$ cat src/rtl/lynx_joy_pkg.sv
// lynx_joy_pkg: shared constants and FSM state type for the serial joystick front end
package lynx_joy_pkg;
  localparam int JOY_BITS   = 12;
  localparam int FRAME_BITS = 24;
  localparam int LOAD_TICKS = 2;
  localparam int JOY_U = 0;
  localparam int JOY_D = 1;
  localparam int JOY_L = 2;
  localparam int JOY_R = 3;
  localparam int JOY_B = 4;
  localparam int JOY_C = 5;
  localparam int JOY_A = 6;
  localparam int JOY_S = 7;
  localparam int JOY_Z = 8;
  localparam int JOY_Y = 9;
  localparam int JOY_X = 10;
  localparam int JOY_M = 11;
  typedef enum logic [1:0] {LOAD, SHIFT_LO, SHIFT_HI, COMMIT} joy_state_t;
endpackage

$ cat src/rtl/joy_tick.sv
// joy_tick: free-running prescaler, one-clock tick every DIV clocks
//   clock in  system clock
//   reset in  async active-high reset
//   tick  out high for one clock every DIV clocks, first at clock DIV-1
module joy_tick #(
  parameter int DIV = 4
) (
  input  logic clock,
  input  logic reset,
  output logic tick
);
  localparam int W = (DIV > 1) ? $clog2(DIV) : 1;
  logic [W-1:0] cnt;
  // with DIV=1 the counter sits at 0 and tick stays high
  assign tick = cnt == W'(DIV - 1);
  always_ff @(posedge clock or posedge reset)
    if (reset) cnt <= '0;
    else cnt <= tick ? '0 : cnt + 1'b1;
endmodule

$ cat src/rtl/joy_shifter.sv
// joy_shifter: clocks two chained 74HC165 pads and publishes debounced 12-bit button words
//   clock in  system clock
//   reset in  async active-high reset
//   joyD  in  serial data from the register chain
//   joyLd out parallel-load strobe, active-low
//   joyCk out shift clock, chain shifts on its rising edge
//   joy1  out pad 1 buttons MXYZ SACB RLDU, 0 = pressed
//   joy2  out pad 2 buttons, same encoding
//   frame out one-clock pulse per captured frame
module joy_shifter
  import lynx_joy_pkg::*;
#(
  parameter int DIV = 4
) (
  input  logic                clock,
  input  logic                reset,
  input  logic                joyD,
  output logic                joyLd,
  output logic                joyCk,
  output logic [JOY_BITS-1:0] joy1,
  output logic [JOY_BITS-1:0] joy2,
  output logic                frame
);
  localparam int LW = (LOAD_TICKS > 1) ? $clog2(LOAD_TICKS) : 1;
  logic tick;
  joy_state_t state, state_n;
  logic [4:0] bitcnt, bitcnt_n;
  logic [LW-1:0] lcnt, lcnt_n;
  logic [FRAME_BITS-1:0] sh, sh_n, prev, prev_n, pub, pub_n;
  logic ld_n, ck_n, frame_n;
  joy_tick #(.DIV(DIV)) prescaler (
    .clock(clock),
    .reset(reset),
    .tick (tick)
  );
  assign joy1 = pub[JOY_BITS-1:0];
  assign joy2 = pub[FRAME_BITS-1:JOY_BITS];
  always_ff @(posedge clock or posedge reset)
    if (reset) begin
      state  <= LOAD;
      bitcnt <= '0;
      lcnt   <= '0;
      sh     <= '1;
      prev   <= '1;
      pub    <= '1;
      joyLd  <= 1'b0;
      joyCk  <= 1'b0;
      frame  <= 1'b0;
    end else begin
      state  <= state_n;
      bitcnt <= bitcnt_n;
      lcnt   <= lcnt_n;
      sh     <= sh_n;
      prev   <= prev_n;
      pub    <= pub_n;
      joyLd  <= ld_n;
      joyCk  <= ck_n;
      frame  <= frame_n;
    end
  // joyD is captured in the same clock that raises joyCk, i.e. before the chain shifts
  always_comb begin
    state_n  = state;
    bitcnt_n = bitcnt;
    lcnt_n   = lcnt;
    sh_n     = sh;
    prev_n   = prev;
    pub_n    = pub;
    ld_n     = joyLd;
    ck_n     = joyCk;
    frame_n  = 1'b0;
    if (tick)
      case (state)
        LOAD: begin
          ld_n     = 1'b0;
          ck_n     = 1'b0;
          bitcnt_n = '0;
          lcnt_n   = (lcnt == LW'(LOAD_TICKS - 1)) ? '0 : lcnt + 1'b1;
          state_n  = (lcnt == LW'(LOAD_TICKS - 1)) ? SHIFT_LO : LOAD;
        end
        SHIFT_LO: begin
          ld_n    = 1'b1;
          ck_n    = 1'b0;
          state_n = SHIFT_HI;
        end
        SHIFT_HI: begin
          sh_n[bitcnt] = joyD;
          ck_n         = 1'b1;
          bitcnt_n     = (bitcnt == 5'(FRAME_BITS - 1)) ? bitcnt : bitcnt + 1'b1;
          state_n      = (bitcnt == 5'(FRAME_BITS - 1)) ? COMMIT : SHIFT_LO;
        end
        COMMIT: begin
          frame_n = 1'b1;
          pub_n   = (sh == prev) ? sh : pub;
          prev_n  = sh;
          state_n = LOAD;
        end
        default: state_n = LOAD;
      endcase
  end
endmodule
$ cat config.mk
export PLATFORM = sky130hd
export DESIGN_NAME = joy_shifter
export DESIGN_NICKNAME = d
export VERILOG_FILES = /design/src/rtl/lynx_joy_pkg.sv /design/src/rtl/joy_tick.sv /design/src/rtl/joy_shifter.sv
export SDC_FILE = /design/constraint.sdc
export NUM_CORES = 1
export LEC_CHECK = 0
export BUFFER_PORTS_ARGS = -buffer_cell sky130_fd_sc_hd__buf_2
export CELL_PAD_IN_SITES_DETAIL_PLACEMENT = 1
export CELL_PAD_IN_SITES_GLOBAL_PLACEMENT = 1
export CORE_ASPECT_RATIO = 0.6
export CORE_MARGIN = 4
export CORE_UTILIZATION = 45
export DETAILED_ROUTE_END_ITERATION = 10
export GPL_TIMING_DRIVEN = 0
export PLACE_DENSITY = 0.76
export SYNTH_ARGS = -nofsm -noshare
export SYNTH_HDL_FRONTEND = slang
export SYNTH_SLANG_ARGS = --single-unit
$ cat constraint.sdc
create_clock -name clock -period 2.7 [get_ports clock]
set_input_delay 0.54 -clock clock [delete_from_list [all_inputs] [get_ports clock]]
set_output_delay 0.54 -clock clock [all_outputs]
set_load 0.005 [all_outputs]
After elaboration in Yosys (flattened, before gate mapping)

Index checks and enable logic that the tools add are counted.

Reduce and logical (&&, ||, !) cells: 13
Equal/unequal tests: 7
Multiplexer cells: 14
Add/subtract/negate cells: 3
$lt $le $gt $ge: 2

Operators with widths:

| operator                                                              | number |
|---|---|
| 24-bit bitwise mux                                                    | 1 |
| 24-bit equality test                                                  | 1 |
| 5-bit case mux with 2 select lines                                    | 1 |
| 2-bit AND reduction                                                   | 5 |
| 2-bit case mux with 4 select lines                                    | 1 |
| 2-bit equality test, second input constant                            | 3 |
| 5-bit by 6-bit < comparator with 1-bit output, second input constant  | 1 |
| 3-bit AND reduction                                                   | 2 |
| 2-bit nonzero test                                                    | 3 |
| 5-bit by 1-bit adder with 5-bit output, second input constant         | 1 |
| 1-bit demux with 5-bit select                                         | 1 |
| 5-bit equality test, second input constant                            | 1 |
| 5-bit by 1-bit >= comparator with 1-bit output, second input constant | 1 |
| 1-bit 2-to-1 mux                                                      | 5 |
| 5-bit 2-to-1 mux                                                      | 1 |
| 2-bit 2-to-1 mux                                                      | 2 |
| 1-bit case mux with 2 select lines                                    | 2 |
| 2-bit by 1-bit adder with 2-bit output, second input constant         | 1 |
| 2-bit by 1-bit equality test with 1-bit output, second input constant | 1 |
| 2-bit logical NOT                                                     | 1 |
| 2-bit inequality test, second input constant                          | 1 |
| 2-bit OR reduction                                                    | 1 |
| 1-bit adder, second input constant                                    | 1 |
| 1-bit logical AND                                                     | 1 |

Register bits after elaboration: 85
Word-level logic and storage cells: 49
Output and inout port bits: 27
Bits of input ports: 3

Depth between registers and ports, before layout

Depth in word-level cells: 5
Depth in mapped cells: 6
Depth with buffers taken out: 6

Cells and area by module

Synthesis repeated with hierarchy kept, for this count alone.

Cell total of the unflattened synthesis: 286
Area total of the unflattened synthesis: 3824.9 sq um

By module, submodules not included:

| module      | cells an instance | instances | area each (sq um) | sequential area each (sq um) |
|---|---|---|---|---|
| joy_shifter | 281               | 1         | 3754.9            | 2167.1 |
| joy_tick    | 5                 | 1         | 70.1              | 50.0 |

Least setup slack after synthesis

No wires, ideal clock.

Path type: reg-to-reg
Start: reg sh[0]
End: reg pub[0]
Data required time: 2.618 ns
Stages on the path, launching flop included: 7
Clock period less this slack: 1.792 ns
Setup time: 0.082 ns
Slack: 0.908 ns
Data arrival time: 1.710 ns
Path buffers: 1
Path through: dfstp_2 > xnor2_1 > nand4_1 > nor3_1 > nand4_4 > buf_6 > mux2_4

Cells in the longest elaborated chain, start to end: 2

Ends and longest elaborated chain:

| item                          | line              | source |
|---|---|---|
| start: declaration            | joy_shifter.sv:29 | `logic [FRAME_BITS-1:0] sh, sh_n, prev, prev_n, pub, pub_n;` |
| start signal: assignment      | joy_shifter.sv:53 | `sh <= sh_n;` |
| 24-bit equality test          | joy_shifter.sv:93 | `pub_n = (sh == prev) ? sh : pub;` |
| 3-bit AND reduction (no line) | --                |  |
| end signal: assignment        | joy_shifter.sv:55 | `pub <= pub_n;` |
| end: declaration              | joy_shifter.sv:29 |  |

Parallel ways exist; a longest one is shown, timed or not.
A chain may end at the register's enable or synchronous reset.

Final worst setup path

Start: reg sh[22]
End: reg pub[14]

Cells in the longest elaborated chain, start to end: 2

Ends and longest elaborated chain:

| item                          | line |
|---|---|
| 24-bit equality test          | joy_shifter.sv:93 |
| 3-bit AND reduction (no line) | -- |

No other way between the ends.

==> impl_results.md <==
* Compound-gate portion of the synthesized area at 0.0163
* Status: complete, no violations
* Highest cell delay on the worst timing path at 0.55 ns
* Arrival time of data at the critical path endpoint at 2.48 ns
* Count of final hold-check violations at 0
* Synthesized netlist cell count at 285
* Post-synthesis to final-layout area growth at 16.3%
* Die outline height at 80.3 µm
* Clock tree skew after final layout at 0.00413 ns
* Basic-gate share of the synthesized area counting and, or, nand and nor cells at 0.0924
* Clock Latency Late Sink at 0.34 ns
* # rows at 26
* Classification of the worst setup path: reg -> reg
* Gpl congestion at 0.807
* Number of distinct library cell variants in the gate-level netlist after synthesis at 32
* Seq cells post-synth at 85
* Post-detailed-route via-to-cell ratio at 5.19
* Average cell area after synthesis at 13.7 µm²
* Number of post-CTS setup repair buffers at 0
* Synth warn at 0
* Tcrit/Tclk final at 0.822
* Number of search-and-repair iterations in the first detailed-routing pass at 4
* Floorplan die width at 128 µm
* Number of max-slew violations in the final report at 0
* Post-synthesis net count at 293
* Slowest CP cell: sky130_fd_sc_hd__dfstp_2
* Post-detailed-routing wire length at 8370 µm
* Number of hold buffers added after cts at 0
* # IOs at 30
* Peak clock frequency supported by timing at 0.450 GHz
* Peak supply drop at 308 µV
* Antenna violations before repair at 0
* Overall via count from detail_route at 2300
* Type of the most critical hold path: in -> async
* Relative slew slack at 0.592
* DR DRC count at 0
* Maximum level of the CTS H-tree at 3
* Number of antenna diodes at 0
* Global-route wire length before repair at 13800 µm
* Final Net Count at 334
* Sequential area share after synthesis at 0.566
* Post-CTS resize count at 0
* Fin Setup TNS at 0 ns
* Max-capacitance violation count at 0
* Number of global-route vias before repair at 2569
* Clock period minus final worst setup slack at 2.22 ns
* Dominant combinational cell family by area after synthesis: multiplexers
* Pwr Density at 592 nW/µm²
* Multiplexer fraction of the synthesized cell area at 0.232
* Global Route Usage Sum at 0.181
* WP data required at 2.96 ns
* Area of the mapped netlist at 3920 µm²
* Worst-path cell chain: xnor2_1, nand4_1, nor3_1, nand4_4, buf_6, mux2_4
* Post-DR wirelength/cell at 18.9 µm
* Sinks on Clock Net at 85
* Antenna violation net count after detailed routing at 0
* Critical Path Sink Type: flop
* Static Leakage at 1.99 nW
* Clock root buffer: sky130_fd_sc_hd__clkbuf_16
* Number of DRC markers in iteration 0 at 122
* Post-DP HPWL at 5840 µm
* Worst-case clock buffer depth at 2
* Worst hold slack at 0.443 ns
* TritonCTS clock tree: yes
* Fraction of final layout cells sized beyond drive strength 1 at 0.595
* Die area at 10300 µm²
* Number of setup violations in the final report at 0
* Pin count of the biggest net entering global routing at 61
* Placeable core region at 8490 µm²
* Clock transition at the registers of the reported paths at 0.06 ns
* Post-Synth Adder-Cell Area at 0.0160
* I/O Buffers at 29
* Unrepaired setup endpoints after global routing: false
* Critical Path Fanout Max at 10
* Residual overflow from global routing at 0
* Xor/xnor share of the synthesized area at 0.0559
* Initial cell density of the core at 0.461
* Worst Max-Slew Pin Slew at 0.612 ns
* Type of origin of the critical path: flop
* CTS buffer count at 9
final cells by class:
| type | instances | area (µm²) |
|---|---|---|
| flip-flops and latches | 85 | 2220 |
| multi-input cells | 182 | 1610 |
| plain buffers | 10 | 53.8 |
| clock inverters | 2 | 36.3 |
| repair buffers | 30 | 173 |
| clock buffers | 14 | 285 |
| fillers | 886 | 3940 |
| inverters | 8 | 32.5 |
| well taps | 112 | 140 |
cells in the mapped netlist:
cell type                  number  share of area
sky130_fd_sc_hd__buf_2          1         0.0013
sky130_fd_sc_hd__inv_1          8         0.0077
sky130_fd_sc_hd__nand3_4        1         0.0045
sky130_fd_sc_hd__o21ai_0        4         0.0051
sky130_fd_sc_hd__o32ai_1        1         0.0022
sky130_fd_sc_hd__nor3b_1        2         0.0038
sky130_fd_sc_hd__nand3_1        4         0.0051
sky130_fd_sc_hd__xor2_1        10          0.022
sky130_fd_sc_hd__dfrtp_1       13          0.083
sky130_fd_sc_hd__a22o_1         1         0.0022
sky130_fd_sc_hd__mux2_4        20          0.077
sky130_fd_sc_hd__clkbuf_1       5         0.0048
sky130_fd_sc_hd__nor4_2         1         0.0032
sky130_fd_sc_hd__nand4_1        5         0.0080
sky130_fd_sc_hd__a21oi_1        4         0.0051
sky130_fd_sc_hd__dfstp_2       72           0.48
sky130_fd_sc_hd__nor4_4         1         0.0054
sky130_fd_sc_hd__xnor2_1       15          0.034
sky130_fd_sc_hd__nor2_1        16          0.015
sky130_fd_sc_hd__mux2_2        53           0.15
sky130_fd_sc_hd__buf_6          2         0.0058
sky130_fd_sc_hd__nand2b_1       1         0.0016
sky130_fd_sc_hd__buf_1          2         0.0019
sky130_fd_sc_hd__nor3_1         5         0.0064
sky130_fd_sc_hd__ha_1           5          0.016
sky130_fd_sc_hd__o22ai_1        1         0.0016
sky130_fd_sc_hd__nor2b_1        2         0.0032
sky130_fd_sc_hd__nand3b_1       1         0.0019
sky130_fd_sc_hd__nand2_1       23          0.022
sky130_fd_sc_hd__nand4_4        1         0.0054
sky130_fd_sc_hd__and3_1         4         0.0064
sky130_fd_sc_hd__mux2i_1        1         0.0026
final timing paths:
kind | slack, ns | cells past startpoint | endpoint | from
worst max-delay path | 0.48 | 6 | pub[14] | sh[22]
worst max register to register | 0.48 | 6 | pub[14] | sh[22]
max in group asynchronous | 1.88 | 3 | pub[20] | reset
worst min register to register | 0.45 | 1 | prescaler.cnt[0] | prescaler.cnt[0]
min in group clock | 0.45 | 1 | prescaler.cnt[0] | prescaler.cnt[0]
worst min-delay path | 0.44 | 2 | pub[2] | reset
per-stage QoR:
step / worst slack (ns) / cells / power [mW] / util / area (µm²)
after global placement: -0.944 / 426 / 1.40 / 0.495 / 4200
after detailed placement: 0.489 / 427 / 1.40 / 0.498 / 4230
final: 0.480 / 443 / 2.70 / 0.536 / 4550
after CTS: 0.482 / 443 / 2.73 / 0.536 / 4550
after global routing: 0.320 / 443 / 2.80 / 0.536 / 4550
after floorplan: 0.0857 / 285 / 1.38 / - / 3920
worst max-delay path: cells and delay by family (launching register included):
kind,cells,cell delay (ns)
flops,1,0.55
simple gates,3,0.81
xor+xnor,1,0.22
buf+inv,1,0.24
mux,1,0.31
per-layer routing:
metal  wire (µm)  track usage  share of wire  vias up
li1            -            -              -     1065
met3         425       0.0611          0.051       15
met5           0            0              0        -
met2        3830        0.277           0.46       44
met1        3950        0.236           0.47     1176
met4         162       0.0720          0.019        0
report_power, final:
part,internal [mW],switching [mW]
Clock,0.825,0.487
Sequential,1.30,0.0154
Combinational,0.0240,0.0429
Total,2.15,0.545
kinds of logic (layout without fill, tap and decap cells):
logic type,Yosys count,in the layout
AO/OA/AOI/OAI,11,11
XOR/XNOR,25,25
adder cells (fa/ha/maj),5,5
buffers and inverters,18,64
flip-flops,85,85
multiplexers,74,74
AND/OR/NAND/NOR,67,67
state kept, by name, summed over array words and instances (netlist names), 2 cells and up:
| signal | flops |
|---|---|
| state | 2 |
| bitcnt | 5 |
| prev | 24 |
| pub | 24 |
| sh | 24 |
| prescaler.cnt | 2 |
placed cells by master (no fill, tap or decap):
master / instances
sky130_fd_sc_hd__nor3b_1: 2
sky130_fd_sc_hd__o32ai_1: 1
sky130_fd_sc_hd__nand3_1: 4
sky130_fd_sc_hd__a21oi_1: 4
sky130_fd_sc_hd__nor4_4: 1
sky130_fd_sc_hd__nand4_1: 5
sky130_fd_sc_hd__nand2_1: 23
sky130_fd_sc_hd__clkbuf_1: 7
sky130_fd_sc_hd__o21ai_0: 4
sky130_fd_sc_hd__xor2_1: 10
sky130_fd_sc_hd__nor3_1: 5
sky130_fd_sc_hd__inv_1: 7
sky130_fd_sc_hd__and3_1: 4
sky130_fd_sc_hd__dfstp_2: 72
sky130_fd_sc_hd__xnor2_1: 15
sky130_fd_sc_hd__o22ai_1: 1
sky130_fd_sc_hd__ha_1: 5
sky130_fd_sc_hd__bufinv_16: 1
sky130_fd_sc_hd__nand2b_1: 1
sky130_fd_sc_hd__mux2_4: 20
sky130_fd_sc_hd__buf_6: 2
sky130_fd_sc_hd__clkbuf_16: 10
sky130_fd_sc_hd__a22o_1: 1
sky130_fd_sc_hd__mux2i_1: 1
sky130_fd_sc_hd__dfrtp_1: 13
sky130_fd_sc_hd__nand4_4: 1
sky130_fd_sc_hd__buf_2: 30
sky130_fd_sc_hd__nand3_4: 1
sky130_fd_sc_hd__buf_1: 2
sky130_fd_sc_hd__nor2_1: 16
sky130_fd_sc_hd__mux2_2: 53
sky130_fd_sc_hd__buf_16: 1
sky130_fd_sc_hd__nand3b_1: 1
sky130_fd_sc_hd__clkbuf_8: 2
sky130_fd_sc_hd__nor4_2: 1
sky130_fd_sc_hd__inv_4: 2
sky130_fd_sc_hd__nor2b_1: 2
Note: power is estimated with default switching activity, not from simulation.
